<file path="src/rtl/fir_mac_sched.sv">
// Sequences one shared FP adder over the lookback then lookahead LUT terms of each FIR output,
// one output per OSR input strobes; flags overrun (dropped trigger) and adder timeout.
module fir_mac_sched #(
  parameter int LB_GROUPS = 25,
  parameter int LA_GROUPS = 25,
  parameter int OSR       = 1,
  parameter int TIMEOUT   = 16,
  localparam int MAX_G    = (LB_GROUPS > LA_GROUPS) ? LB_GROUPS : LA_GROUPS,
  localparam int IDX_W    = (MAX_G > 1) ? $clog2(MAX_G) : 1
) (
  input  logic             clk,
  input  logic             rst,
  input  logic             enable,
  input  logic             sample_valid,
  input  logic             add_done,
  input  logic             err_clr,
  output logic             acc_clr,
  output logic             add_start,
  output logic             lut_bank,
  output logic [IDX_W-1:0] lut_idx,
  output logic             out_valid,
  output logic             busy,
  output logic             overrun,
  output logic             timeout
);

  localparam int DCNT_W = (OSR > 1) ? $clog2(OSR) : 1;
  localparam int WCNT_W = $clog2(TIMEOUT);

  typedef enum logic [2:0] {
    ST_IDLE  = 3'd0,
    ST_CLEAR = 3'd1,
    ST_ISSUE = 3'd2,
    ST_WAIT  = 3'd3,
    ST_DONE  = 3'd4
  } state_t;

  state_t            state;
  logic [DCNT_W-1:0] decim_cnt;
  logic [WCNT_W-1:0] wait_cnt;

  logic trigger;
  logic in_flight;
  logic last_term;
  logic bank_end;
  logic wait_expired;
  logic overrun_set;
  logic timeout_set;

  assign trigger      = enable && sample_valid && (decim_cnt == DCNT_W'(OSR - 1));
  assign in_flight    = (state == ST_CLEAR) || (state == ST_ISSUE) || (state == ST_WAIT);
  assign last_term    = lut_bank && (lut_idx == IDX_W'(LA_GROUPS - 1));
  assign bank_end     = !lut_bank && (lut_idx == IDX_W'(LB_GROUPS - 1));
  assign wait_expired = (wait_cnt == WCNT_W'(TIMEOUT - 1));
  assign overrun_set  = trigger && in_flight;
  // A completion arriving on the expiry cycle still counts, so it suppresses the timeout.
  assign timeout_set  = (state == ST_WAIT) && !add_done && wait_expired;

  always_ff @(posedge clk or negedge rst) begin
    if (!rst) begin
      state     <= ST_IDLE;
      decim_cnt <= '0;
      wait_cnt  <= '0;
      acc_clr   <= 1'b0;
      add_start <= 1'b0;
      lut_bank  <= 1'b0;
      lut_idx   <= '0;
      out_valid <= 1'b0;
      busy      <= 1'b0;
      overrun   <= 1'b0;
      timeout   <= 1'b0;
    end else begin
      acc_clr   <= 1'b0;
      add_start <= 1'b0;
      out_valid <= 1'b0;

      if (!enable) begin
        decim_cnt <= '0;
      end else if (sample_valid) begin
        decim_cnt <= trigger ? '0 : decim_cnt + 1'b1;
      end

      overrun <= (overrun && !err_clr) || overrun_set;
      timeout <= (timeout && !err_clr) || timeout_set;

      unique case (state)
        ST_IDLE: begin
          if (trigger) begin
            state   <= ST_CLEAR;
            acc_clr <= 1'b1;
            busy    <= 1'b1;
          end
        end
        ST_CLEAR: begin
          lut_bank  <= 1'b0;
          lut_idx   <= '0;
          state     <= ST_ISSUE;
          add_start <= 1'b1;
        end
        ST_ISSUE: begin
          wait_cnt <= '0;
          state    <= ST_WAIT;
        end
        ST_WAIT: begin
          if (add_done) begin
            if (last_term) begin
              state     <= ST_DONE;
              out_valid <= 1'b1;
            end else begin
              if (bank_end) begin
                lut_bank <= 1'b1;
                lut_idx  <= '0;
              end else begin
                lut_idx <= lut_idx + 1'b1;
              end
              state     <= ST_ISSUE;
              add_start <= 1'b1;
            end
          end else if (wait_expired) begin
            state <= ST_IDLE;
            busy  <= 1'b0;
          end else begin
            wait_cnt <= wait_cnt + 1'b1;
          end
        end
        ST_DONE: begin
          // Back-to-back outputs: a trigger here restarts without passing through IDLE.
          if (trigger) begin
            state   <= ST_CLEAR;
            acc_clr <= 1'b1;
          end else begin
            state <= ST_IDLE;
            busy  <= 1'b0;
          end
        end
        default: begin
          state <= ST_IDLE;
          busy  <= 1'b0;
        end
      endcase
    end
  end

endmodule

</file>
<file path="config.mk">
export PLATFORM = sky130hd
export DESIGN_NAME = fir_mac_sched
export DESIGN_NICKNAME = d
export VERILOG_FILES = /design/src/rtl/fir_mac_sched.sv
export SDC_FILE = /design/constraint.sdc
export NUM_CORES = 1
export LEC_CHECK = 0
export ABC_AREA = 1
export BUFFER_PORTS_ARGS = -buffer_cell sky130_fd_sc_hd__buf_2
export CORE_UTILIZATION = 45
export CTS_BUF_LIST = sky130_fd_sc_hd__clkbuf_4 sky130_fd_sc_hd__clkbuf_8
export DETAILED_ROUTE_END_ITERATION = 8
export PLACE_DENSITY = 0.68
export SYNTH_ARGS = -nofsm -noshare
export SYNTH_HDL_FRONTEND = slang
export SYNTH_SLANG_ARGS = --single-unit
export TNS_END_PERCENT = 30
</file>
<file path="constraint.sdc">
create_clock -name clk -period 3.5 [get_ports clk]
set_input_delay 0.525 -clock clk [delete_from_list [all_inputs] [get_ports clk]]
set_output_delay 0.525 -clock clk [all_outputs]
set_load 0.1 [all_outputs]
</file>
; Word-level counts from Yosys, hierarchy flattened
; Index checks and enable logic that the tools add are counted.
[totals]
mem_bits_rw = 0
latchBits = 0
input_bits = 6
mem_bits_ro = 0
regBits = 20
n_memories = 0
[classes]
bitwise_logic = 2
n_div = 0
n_eq_ne = 16
muxes = 33
multipliers = 0
add_sub_neg = 3
shifts = 0
reduce_logical = 26
n_lt_le_gt_ge = 0
[op_table]
columns = operator, count
row1 = 2-to-1 mux 1 bit, 18
row2 = inequality test 2 bit (second input constant), 8
row3 = 2-to-1 mux 5 bit, 3
row4 = case mux 3 bit (5 select lines), 1
row5 = 2-to-1 mux 3 bit, 4
row6 = case mux 5 bit (2 select lines), 1
row7 = logical AND 1 bit, 9
row8 = 2-to-1 mux 4 bit, 2
row9 = case mux 4 bit (2 select lines), 1
row10 = equality test 3 x 2 -> 1 bit (second input constant), 2
row11 = AND reduction 3 bit, 2
row12 = adder 5 x 1 -> 5 bit (second input constant), 1
row13 = equality test 5 bit (second input constant), 1
row14 = AND reduction 5 bit, 1
row15 = adder 4 x 1 -> 4 bit (second input constant), 1
row16 = equality test 4 bit (second input constant), 1
row17 = logical OR 1 bit, 4
row18 = case mux 1 bit (2 select lines), 2
row19 = case mux 1 bit (4 select lines), 1
row20 = AND reduction 4 bit, 1
row21 = nonzero test 2 bit, 2
row22 = OR reduction 2 bit, 2
row23 = equality test 3 x 1 -> 1 bit (second input constant), 1
row24 = equality test 3 bit (second input constant), 1
row25 = 7 further kinds, 10

; Longest topological paths before layout
[logic_depth]
depth_word = 6
mapped_depth = 10
depth_no_buf = 10

; Least setup slack after synthesis
; OpenSTA, ideal clock, no wires.
[synth_path]
path_type = reg-to-reg
startpoint = register lut_idx[1]
endpoint = register lut_idx[2]
t_required_ns = 3.375
stages_incl_launch_ff = 9
n_path_buf = 0
setup_slack_ns = 1.468
arrival_ns = 1.906
cell_sequence = dfrtp_1 -> inv_1 -> ha_1 -> nand2_1 -> nor2_4 -> nand3_1 -> nand3_2 -> nand2_1 -> o21ai_1
[synth_between]
elab_chain_len = 6
word_cells_on_any_way = 10
classes_between = add/sub: 1 / eq/ne: 2 / mux: 4 / reduce/logical: 3
[synth_rtl]
columns = item, line
row1 = "start, declared", 20  ; output logic [IDX_W-1:0] lut_idx,
row2 = "start signal, assigned", 114  ; lut_idx <= lut_idx + 1'b1;
row3 = branches (longest 6 deep; another with adder 5 x 1 -> 5 bit), n/a
; Several ways; the timed one is not identified. The select of a mux whose other input is x is not followed.
; A chain may end at the register's enable or synchronous reset.

; Worst setup path after layout
[layout_path]
startpoint = register lut_idx[2]
endpoint = output port lut_idx[2]
; No word-level cell between the ends.

==> impl_metrics.py <==
metrics = {
    "yosys": {
        "synthesis.nets": 139,
        "synth_enable_flop_cells": 0,
        "ys_seq_area_share_pct": 47.00,
        "ys_warn_count": 0,
        "synthCells": 130,
        "synth_seq_cells": 20,
        "ys.flop_type": "dfrtp_1",
        "synth_area_um2": 1065,
        "syn_area_per_cell_um2": 8.191,
        "synth_cell_type_count": 21,
        "ys_async_sr_fraction_pct": 100.0,
    },
    "clocking": {
        "post-cts-setup-buffers": 0,
        "clock_sinks": 20,
        "clkLatencyLatePin_ns": 0.30,
        "cts_root_buf": "clkbuf_4",
        "cts_max_level": 1,
        "cts_buffers": 3,
        "cts-hold-fix-buffers": 0,
        "cts_max_path_buffers": 2,
        "clk_pin_slew_ns": 0.11,
        "cts_resized": 0,
        "cts_tree": "built",
    },
    "drt": {
        "wire_per_inst_um": 10.99,
        "viasPerCell": 4.831,
        "wl_um": 1957,
        "first_pass_iters": 4,
        "drt_iter0_markers": 8,
        "drc_errors": 0,
        "ant_nets": 0,
        "vias": 860,
    },
    "cells_and_area": {
        "regMostFlops": "lut_idx",
        "fillers": 235,
        "largest_register_ffs": 5,
        "multiInputGateArea_um2": 485.5,
        "final_util_pct": 54.69,
        "antenna_cells": 0,
        "largestRegisters": "lut_idx x5, wait_cnt x4, state x3",
        "final_nets": 160,
        "layout-drive-gt1-share_pct": 19.33,
        "regArea_um2": 500.5,
        "layout_common_cells": "nand2_1 (35), dfrtp_1 (20), inv_1 (18)",
        "area_growth_pct": 13.63,
        "layout_commonest_cell": "nand2_1",
    },
    "critical_path": {
        "cp.required_ns": 2.97,
        "cp.arrival_ns": 1.20,
        "path_delay_family": "buffers and inverters",
        "end_kind": "primary output",
        "crit_slowest_cell": "buf_2",
        "cp-start-kind": "flip-flop",
        "worstPathMaxFanout": 6,
        "critical_path.cell_chain": "buf_2",
        "slowest_delay_ns": 0.46,
        "worstSetupPathType": "flip-flop to primary output",
        "cp_num_buf_inv": 1,
    },
    "power_and_ir_drop": {
        "p_switching_mw": 0.4961,
        "power_switching_share_pct": 52.60,
        "power.internal_mw": 0.4470,
        "pwr-share-clk_pct": 13.9,
        "powerDensity_nw_per_um2": 779.5,
        "peakVddDrop_mv": 0.4491,
        "pwr-share-seq_pct": 33.9,
        "combPwrFrac_pct": 52.1,
        "p_leak_nw": 0.6276,
    },
    "die": {
        "dieArea_um2": 2565,
        "fp.dieH_um": 50.65,
        "io_pins": 18,
        "die_w_um": 50.65,
        "placementRows": 17,
        "core_area_um2": 2212,
        "start_util_pct": 48.13,
    },
    "timing": {
        "rsz0062_at_grt": "false",
        "tightest_slew_ns": 0.4851,
        "period_needed_ns": 1.728,
        "relSlewSlack_pct": 67.88,
        "clock_skew_ns": 0.005221,
        "max_freq_mhz": 578.6,
        "tns_ns": 0,
        "setup_viol": 0,
        "post-route-period-util_pct": 49.38,
        "drv_slew": 0,
        "final-hold-violation-count": 0,
    },
    "run_status": {
        "status": "completed",
    },
    "global_route": {
        "grt_max_degree": 21,
        "grt_pass1_wl_um": 3339,
        "overflow": 0,
        "first_global_vias": 789,
        "antenna_found_initial": 0,
        "grtUsageTotal_pct": 17.64,
    },
    "worst_hold_path": {
        "worstHoldPathType": "primary input to async pin",
    },
    "run": {
        "maxCapViolCount": 0,
    },
    "place": {
        "gp_congestion": 0.7643,
        "dp_hpwl_um": 1462,
        "io_buffers": 17,
    },
}
==> layer usage <==
metal	up-vias	global-route usage [%]	part of all wire (%)
met5	-	0	0
met4	0	8.333	1.8
met3	4	2.727	2.1
met2	13	29.56	47
met1	384	22.01	49
li1	459	-	-
==> kinds of logic (layout without fill, tap and decap cells) <==
family                   Yosys count  after routing  synth area share, %
flip-flops                        20             20                47.00
AO/OA/AOI/OAI                     14             14                7.757
adder cells (fa/ha/maj)            3              3                3.526
XOR/XNOR                           4              4                3.291
buffers and inverters             19             39                7.403
AND/OR/NAND/NOR                   70             70                31.02
==> metrics by stage <==
stage | cell area [µm²] | hold WS, ns | setup slack (ns) | instances | total power, mW
6_report | 1210 | 0.1552 | 1.772 | 178 | 0.9432
2_1_floorplan | 1065 | 0.2294 | 1.468 | 130 | 0.7435
3_5_place_dp | 1174 | 0.4611 | 2.083 | 174 | 0.8191
4_1_cts | 1210 | 0.1579 | 1.743 | 178 | 0.9550
5_1_grt | 1210 | 0.1779 | 1.703 | 178 | 1.018
3_3_place_gp | 1174 | 0.4541 | 2.091 | 174 | 0.8092
==> final timing paths <==
path / slack [ns] / to / startpoint / cells after the start
setup reg to reg: 2.04 / wait_cnt[2] / state[2] / 5
hold reg to reg: 0.49 / busy / busy / 2
setup / recovery: 1.77 / lut_idx[2] / lut_idx[2] / 1
min in group clk: 0.39 / decim_cnt / sample_valid / 2
hold / removal: 0.16 / timeout / rst / 1
max in group asynchronous: 3.03 / wait_cnt[0] / rst / 1
==> power by group through the flow <==
stage	Combinational, mW	Sequential [mW]	Clock (mW)
floorplan	0.239	0.504	0
global placement	0.486	0.324	0
detailed placement	0.493	0.326	0
CTS	0.495	0.321	0.139
global route	0.541	0.329	0.149
finish	0.492	0.320	0.131
==> cells in the mapped netlist (2+ instances only) <==
cell type	n	share of area, %
xor2_1	2	1.6
nand3_1	14	6.6
a21oi_1	2	0.94
nor4_1	2	1.2
ha_1	3	3.5
nand4_1	2	1.2
o21ai_1	6	2.8
xnor2_1	2	1.6
inv_1	18	6.3
dfrtp_1	20	47
nor2_1	10	3.5
nand2_1	35	12
o21ai_2	2	1.6
nand3_2	3	2.8
o21ai_0	2	0.94
nor2_4	2	2.1
==> area by class of cell <==
| cell class | instances | area share (%) |
|---|---|---|
| sequential | 20 | 41.37 |
| multi-input combinational | 91 | 40.12 |
| clock buffer | 4 | 2.999 |
| tap | 28 | 2.896 |
| timing repair buffer | 17 | 7.032 |
| inverter | 18 | 5.584 |
==> worst reg2reg max path: stages, from the launching register on <==
cell and delay [ns]:
dfrtp_1 0.50, nor2_4 0.35, inv_1 0.12, o21ai_2 0.25
nand2_1 0.09, o21ai_0 0.08
No activity file was read; power rests on OpenSTA's default activity.
